$ cat src/rtl/serial_sum_pkg.sv
// Shared types and sizing helpers for the serial sum collector and its shift register.
package serial_sum_pkg;

   typedef enum logic [1:0] {
      IDLE,
      COLLECT,
      HOLD
   } state_t;

   // Bit counter width: clog2 of the word width, never narrower than one bit.
   function automatic int count_width(input int width);
      int w;
      w = $clog2(width);
      return (w < 1) ? 1 : w;
   endfunction

   function automatic int result_width(input int width);
      return width + 1;
   endfunction

endpackage

$ cat src/rtl/serial_sum_collector_shift_reg.sv
// LSB-first right-shift register with clear and parallel load, shared with the operand stage.
module sum_shift_reg #(
   parameter int WIDTH = 3
) (
   input  logic             clk,
   input  logic             rst,
   input  logic             clear,
   input  logic             load,
   input  logic [WIDTH-1:0] load_value,
   input  logic             shift_en,
   input  logic             din,
   output logic [WIDTH-1:0] next_word
);

   logic [WIDTH-1:0] shreg;

   // New bits enter at the top so that after WIDTH shifts bit 0 sits at the LSB.
   generate
      if (WIDTH == 1) begin : g_single
         assign next_word = din;
      end else begin : g_multi
         assign next_word = {din, shreg[WIDTH-1:1]};
      end
   endgenerate

   always_ff @(posedge clk or posedge rst) begin
      if (rst) begin
         shreg <= '0;
      end else if (clear) begin
         shreg <= '0;
      end else if (load) begin
         shreg <= load_value;
      end else if (shift_en) begin
         shreg <= next_word;
      end
   end

endmodule

$ cat src/rtl/serial_sum_collector.sv
// Deserializes the bit-serial adder output into a WIDTH+1-bit result with valid/ready handoff.
// Optional res_parity output enabled by defining SUM_COLLECT_PARITY_EN.
module serial_sum_collector
   import serial_sum_pkg::*;
#(
   parameter int WIDTH = 3
) (
   input  logic           clk,
   input  logic           rst,
   input  logic           bit_valid,
   output logic           bit_ready,
   input  logic           sum_bit,
   input  logic           carry_bit,
   input  logic           first,
   output logic           res_valid,
   input  logic           res_ready,
   output logic [WIDTH:0] result,
   output logic           frag
`ifdef SUM_COLLECT_PARITY_EN
   ,
   output logic           res_parity
`endif
);

   localparam int CNT_W = count_width(WIDTH);
   localparam int RES_W = result_width(WIDTH);
   localparam logic [CNT_W-1:0] LAST_IDX = CNT_W'(WIDTH - 1);

   state_t           state, next_state;
   logic [CNT_W-1:0] count, count_next, bit_index;
   logic [WIDTH-1:0] next_word;
   logic [RES_W-1:0] result_next;
   logic             accept, last_bit;
   logic             shift_en, load_result, frag_set, shreg_clear;

   assign bit_ready   = (state != HOLD);
   assign accept      = bit_valid && bit_ready;
   // A first-flagged bit always restarts at position 0, even mid-word.
   assign bit_index   = first ? '0 : count;
   assign last_bit    = (bit_index == LAST_IDX);
   assign result_next = {carry_bit, next_word};

   sum_shift_reg #(
      .WIDTH(WIDTH)
   ) u_shift (
      .clk       (clk),
      .rst       (rst),
      .clear     (shreg_clear),
      .load      (1'b0),
      .load_value('0),
      .shift_en  (shift_en),
      .din       (sum_bit),
      .next_word (next_word)
   );

   always_ff @(posedge clk or posedge rst) begin
      if (rst) begin
         state <= IDLE;
      end else begin
         state <= next_state;
      end
   end

   always_comb begin
      next_state  = state;
      count_next  = count;
      shift_en    = 1'b0;
      load_result = 1'b0;
      frag_set    = 1'b0;
      shreg_clear = 1'b0;
      case (state)
         IDLE: begin
            if (accept) begin
               if (first) begin
                  shift_en = 1'b1;
                  if (last_bit) begin
                     load_result = 1'b1;
                     count_next  = '0;
                     next_state  = HOLD;
                  end else begin
                     count_next  = bit_index + CNT_W'(1);
                     next_state  = COLLECT;
                  end
               end else begin
                  frag_set = 1'b1;
               end
            end
         end
         COLLECT: begin
            if (accept) begin
               shift_en = 1'b1;
               frag_set = first;
               if (last_bit) begin
                  load_result = 1'b1;
                  count_next  = '0;
                  next_state  = HOLD;
               end else begin
                  count_next  = bit_index + CNT_W'(1);
               end
            end
         end
         HOLD: begin
            if (res_ready) begin
               shreg_clear = 1'b1;
               next_state  = IDLE;
            end
         end
         default: begin
            next_state = IDLE;
         end
      endcase
   end

   // Result stays untouched after handoff; only res_valid drops.
   always_ff @(posedge clk or posedge rst) begin
      if (rst) begin
         count      <= '0;
         result     <= '0;
         res_valid  <= 1'b0;
         frag       <= 1'b0;
`ifdef SUM_COLLECT_PARITY_EN
         res_parity <= 1'b0;
`endif
      end else begin
         count <= count_next;
         frag  <= frag_set;
         if (load_result) begin
            result     <= result_next;
            res_valid  <= 1'b1;
`ifdef SUM_COLLECT_PARITY_EN
            res_parity <= ^result_next;
`endif
         end else if (state == HOLD && res_ready) begin
            res_valid <= 1'b0;
         end
      end
   end

endmodule

$ cat config.mk
export PLATFORM = sky130hd
export DESIGN_NAME = serial_sum_collector
export DESIGN_NICKNAME = d
export VERILOG_FILES = /design/src/rtl/serial_sum_pkg.sv /design/src/rtl/serial_sum_collector_shift_reg.sv /design/src/rtl/serial_sum_collector.sv
export SDC_FILE = /design/constraint.sdc
export NUM_CORES = 1
export LEC_CHECK = 0
export CAP_MARGIN = 20
export CELL_PAD_IN_SITES_DETAIL_PLACEMENT = 0
export CELL_PAD_IN_SITES_GLOBAL_PLACEMENT = 2
export CORE_MARGIN = 1.5
export CORE_UTILIZATION = 28
export CTS_CLUSTER_DIAMETER = 100
export DETAILED_ROUTE_END_ITERATION = 8
export HOLD_SLACK_MARGIN = 0.12
export PLACE_DENSITY = 0.82
export SYNTH_ARGS = -nofsm -noshare
export SYNTH_HDL_FRONTEND = slang
export SYNTH_SLANG_ARGS = --single-unit
$ cat constraint.sdc
create_clock -name clk -period 1.84 [get_ports clk]
set_input_delay 0.368 -clock clk [delete_from_list [all_inputs] [get_ports clk]]
set_output_delay 0.368 -clock clk [all_outputs]
set_load 0.005 [all_outputs]
==> results.cfg, run 1 <==
[cts]
cts-root-buf = clkbuf_4
clockBufferDepth = 2
cts_hold_buf = 0
cts_setup_buffers = 0
clk_latency_ns = 0.26
htreeDepth = 1
clock-sinks = 12
path_clk_slew_ns = 0.07
cts_tree = built
cts_buffers = 3
ctsResizeCount = 0

[placed_design]
placed_cells = 87
dp_slack_ns = -0.126
dpl.hpwl_um = 762
io_buffers = 13
place_area_um2 = 694
globalplace.congestion = 0.695

[timing]
whs_ns = 0.420
drv_slew = 0
relSlewSlack_pct = 68.8
finalHoldViolations = 0
skew_ns = 0.00226
fmax_ghz = 0.588
finalCritPeriodShare_pct = 92.5
fin_ws_ns = 0.138
worst_pin_slew_ns = 0.468
rsz0062_at_grt = false
setup_viol = 0
fin_crit_ns = 1.70

[job]
maxCapViolCount = 0

[global_routing]
grt_pass1_vias = 352
grt_max_degree = 13
grt.total_usage_pct = 10.6
overflow = 0
grt_pass1_wl_um = 1610
antenna_found_initial = 0

[routing]
ant_nets = 0
drc = 0
drt_pass1_iterations = 4
wirelength_um = 1010
via_count = 402
drt_first_iter_violations = 10
drt-wirelength-per-cell_um = 11.2
viasPerCell = 4.47

[die]
dieWidth_um = 46.8
ios = 14
coreArea_mm2 = 0.00176
die_area_mm2 = 0.00219
start_util_pct = 30.4
chipHeight_um = 46.8
rows = 15

[min_path]
hp-class = input pin to asynchronous set/reset pin

[run_status]
status = finished clean

[yosys]
yosysSeqAreaShare_pct = 55.9
synth_cells = 49
yosys.area.top_type = dfrtp_1
ys_warn_count = 0
synth_fp_nets = 56
syn_area_um2 = 537
syn-mean-instance-area_um2 = 11.0
synth_top_area_share_pct = 55.9
ys_ff_latch = 12
synthTopCellsByArea = dfrtp_1 (56%), mux2_4 (11%), o21ai_0 (5.6%)
ys_types = 16

[final_layout]
final_common_cell = clkdlybuf4s50_1
drive_gt1_share_pct = 16.9
num_antenna_cells = 0
layout_common_cells = clkdlybuf4s50_1 (13), dfrtp_1 (11), o21ai_0 (6)
nets = 74
stdcell_area_um2 = 718
fin_cells = 90
area_growth_pct = 33.8

[critical_path]
reg2reg_to = result[1]
cp_data_required_time_ns = 1.47
cp-start-kind = flop
arrival_ns = 1.33
critical_path_class = flop to primary output
r2r-start = count[1]
critPathLaunch = state[0]
worstSetupEndpointType = primary output
reg2reg_slack_ns = 0.37
critPathCapture = bit_ready
worstPathMaxFanout = 7
reg2reg_depth = 3

[power_and_ir_drop]
powerDensity_mw_per_mm2 = 1200
peakVddDrop_uv = 523
leakagePower_nw = 0.325
[routing by layer]
layer  GRT usage, %  vias up  share of wire [%]
met3           3.85        2                6.6
met4           6.67        0               0.99
met5              0        -                  0
li1               -      200                  -
met1           14.9      185                 51
met2           13.7       15                 41
[registers in the layout (all words and copies together), names as in the netlist]
register and flops:
state 2, u_shift.shreg 2, result 4, count 2, frag 1, res_valid 1
[cell families after synthesis]
family	share of synthesized area [%]
AND/OR/NAND/NOR	17.0
AO/OA/AOI/OAI	11.7
flip-flops	55.9
multiplexers	11.2
buffers and inverters	4.20
[worst min path at each step]
stage | start | end | slack [ns] | cells past startpoint
2_1_floorplan | rst | count[0] | 0.23 | 1
3_3_place_gp | state[1] | state[0] | 0.49 | 1
3_5_place_dp | state[1] | state[0] | 0.49 | 1
4_1_cts | rst | result[3] | 0.42 | 2
5_1_grt | rst | result[2] | 0.44 | 2
6_report | rst | state[1] | 0.42 | 2
[power by group]
part	internal (mW)	total, mW	switching [mW]
logic	0.195	0.290	0.0950
clock network	0.0755	0.151	0.0756
registers	0.357	0.423	0.0665
total	0.627	0.864	0.237
[worst max-delay path, cell delays in order (launching register included)]
cell and delay (ns):
dfrtp_2 0.44, nand2b_1 0.18, clkdlybuf4s50_1 0.45
[final cells by class]
type                       count  area, um2
sequential                    12        302
clock buffer                   3       22.5
tap                           25       31.3
multi-input combinational     33        214
fill                         186       1050
timing repair buffer          14        138
inverter                       3       11.3
[metrics by stage]
step | power (mW) | util, % | setup TNS [ns]
6_report | 0.864 | 40.7 | 0
5_1_grt | 0.930 | 40.7 | 0
4_1_cts | 0.875 | 40.6 | 0
3_5_place_dp | 0.717 | 39.4 | -0.495
3_3_place_gp | 0.715 | 39.4 | -0.327
2_1_floorplan | 0.564 | - | 0
[cell usage after synthesis (all sizes together)]
| master | number |
|---|---|
| dfrtp | 12 |
| o21ai | 6 |
| a21oi | 5 |
| mux2 | 4 |
| nor2 | 4 |
| inv | 3 |
| nand2 | 3 |
| nand3 | 3 |
| nand2b | 2 |
| buf | 1 |
| nor2b | 1 |
| nor4 | 1 |
| o31ai | 1 |
| or2 | 1 |
| or2b | 1 |
| or4 | 1 |
(Power assumes the default switching activity.)
==> inputs of run 2 (changes only) <==
SETUP_SLACK_MARGIN = 0.2   (was default)
==> results.cfg, run 2 (same netlist as run 1, synthesis figures left out) <==
[timing]
fmax_ghz = 0.640
whs_ns = 0.417
fin_ws_ns = 0.277
rsz0062_at_grt = false
finalHoldViolations = 0
setup_viol = 0
skew_ns = 0.00237
relSlewSlack_pct = 68.9
finalCritPeriodShare_pct = 85.0
worst_pin_slew_ns = 0.466
drv_slew = 0
fin_crit_ns = 1.56

[global_routing]
grt_busiest_layer = met1
grt_max_degree = 13
use_met1_pct = 15.1
met3_usage_pct = 3.85
met2_usage_pct = 14.2
grt_pass1_wl_um = 1650
grt_pass1_vias = 362
overflow = 0
antenna_found_initial = 0
grt.total_usage_pct = 10.9

[placed_design]
dp_slack_ns = -0.126
globalplace.congestion = 0.695
placed_cells = 87
dpl.hpwl_um = 762
io_buffers = 13

[power_and_ir_drop]
powerDensity_mw_per_mm2 = 1180
peakVddDrop_uv = 489
p_int_mw = 0.643
leakagePower_nw = 0.359
pwr-share-clk_pct = 17.1
switching_power_mw = 0.243
sw_frac_of_total_pct = 27.4
share_seq_of_total_power_pct = 46.4
pwr-share-comb_pct = 36.5

[die]
rows = 15
die_area_mm2 = 0.00219
chipHeight_um = 46.8
dieWidth_um = 46.8
coreArea_mm2 = 0.00176
ios = 14
start_util_pct = 30.4

[cts]
cts-root-buf = clkbuf_4
cts_tree = built
clockBufferDepth = 2
cts_buffers = 3
path_clk_slew_ns = 0.07
clock-sinks = 12
htreeDepth = 1
cts_hold_buf = 0
clk_latency_ns = 0.26

[routing]
wirelength_um = 1070
drt-wirelength-per-cell_um = 11.5
viasPerCell = 4.48
drt_first_iter_violations = 6
drt_pass1_iterations = 4
drc = 0
ant_nets = 0
via_count = 417

[critical_path]
reg2reg_slack_ns = 0.28
critical_path_class = flop to flop
critPathCapture = result[0]
r2r-start = state[1]
reg2reg_depth = 3
worstPathMaxFanout = 6
cpPeakStageDelay_ns = 0.60
cp-start-kind = flop
critPathLaunch = state[1]
worstSetupEndpointType = flop
cp_data_required_time_ns = 1.99
cp_slowest_cell = or4_4
path_cells = buf_4, or4_4, mux2_4
arrival_ns = 1.71
reg2reg_to = result[0]

[final_layout]
nets = 77
layout_common_cells = dfrtp_1 (12), clkdlybuf4s50_1 (10), o21ai_0 (6)
num_antenna_cells = 0
max_flop_register = result
drive_gt1_share_pct = 20.6
final_common_cell = dfrtp_1
area_growth_pct = 39.9
filler_cell_count = 187
largest_register_ffs = 4
fin_cells = 93

[run_status]
status = finished clean

[min_path]
hp-class = input pin to asynchronous set/reset pin

[job]
maxCapViolCount = 0
[run 2: worst min-delay path by stage]
stage / from / to / depth (start not counted)
after CTS: rst / result[3] / 2
after detailed placement: state[1] / state[0] / 1
after global placement: state[1] / state[0] / 1
final: rst / state[1] / 2
after floorplan: rst / count[0] / 1
after global routing: rst / result[2] / 2
[run 2: power groups by stage]
| stage | Sequential [mW] | Combinational, mW | Clock [mW] |
|---|---|---|---|
| 2_1_floorplan | 0.419 | 0.145 | 0 |
| 3_3_place_gp | 0.429 | 0.286 | 0 |
| 3_5_place_dp | 0.427 | 0.291 | 0 |
| 4_1_cts | 0.410 | 0.319 | 0.160 |
| 5_1_grt | 0.425 | 0.354 | 0.174 |
| 6_report | 0.411 | 0.324 | 0.151 |
[run 2: critical path, delay by kind of cell, from the launching register on]
| kind | cells | cell delay (ns) |
|---|---|---|
| AND/OR/NAND/NOR | 1 | 0.60 |
| multiplexers | 1 | 0.32 |
| buffers and inverters | 1 | 0.15 |
| flip-flops | 1 | 0.38 |
[run 2: repair_timing]
action                                  CTS  global route
buffers inserted                          2             1
endpoints found under the setup margin    5             5
resized for setup                         1             3
pin swaps                                 1             1
[run 2: per-stage QoR]
stage / util, % / TNS, ns / area, um2 / total power [mW]
2_1_floorplan: - / 0 / 537 / 0.564
3_3_place_gp: 39.4 / -0.327 / 694 / 0.715
3_5_place_dp: 39.4 / -0.495 / 694 / 0.717
4_1_cts: 41.4 / 0 / 731 / 0.889
5_1_grt: 42.6 / 0 / 751 / 0.954
6_report: 42.6 / 0 / 751 / 0.886
[run 2: layout make-up]
type,count,area (um2),share of cell area (%)
clock buffer,3,22.5,3.00
inverter,3,11.3,1.50
multi-input combinational,33,221,29.5
sequential,12,300,40.0
tap,25,31.3,4.17
timing repair buffer,17,164,21.8
[run 2: routing by layer]
layer,routed length [um],share of wire [%]
met1,549,51
met2,455,42
met3,68,6.3
met4,0,0
met5,0,0
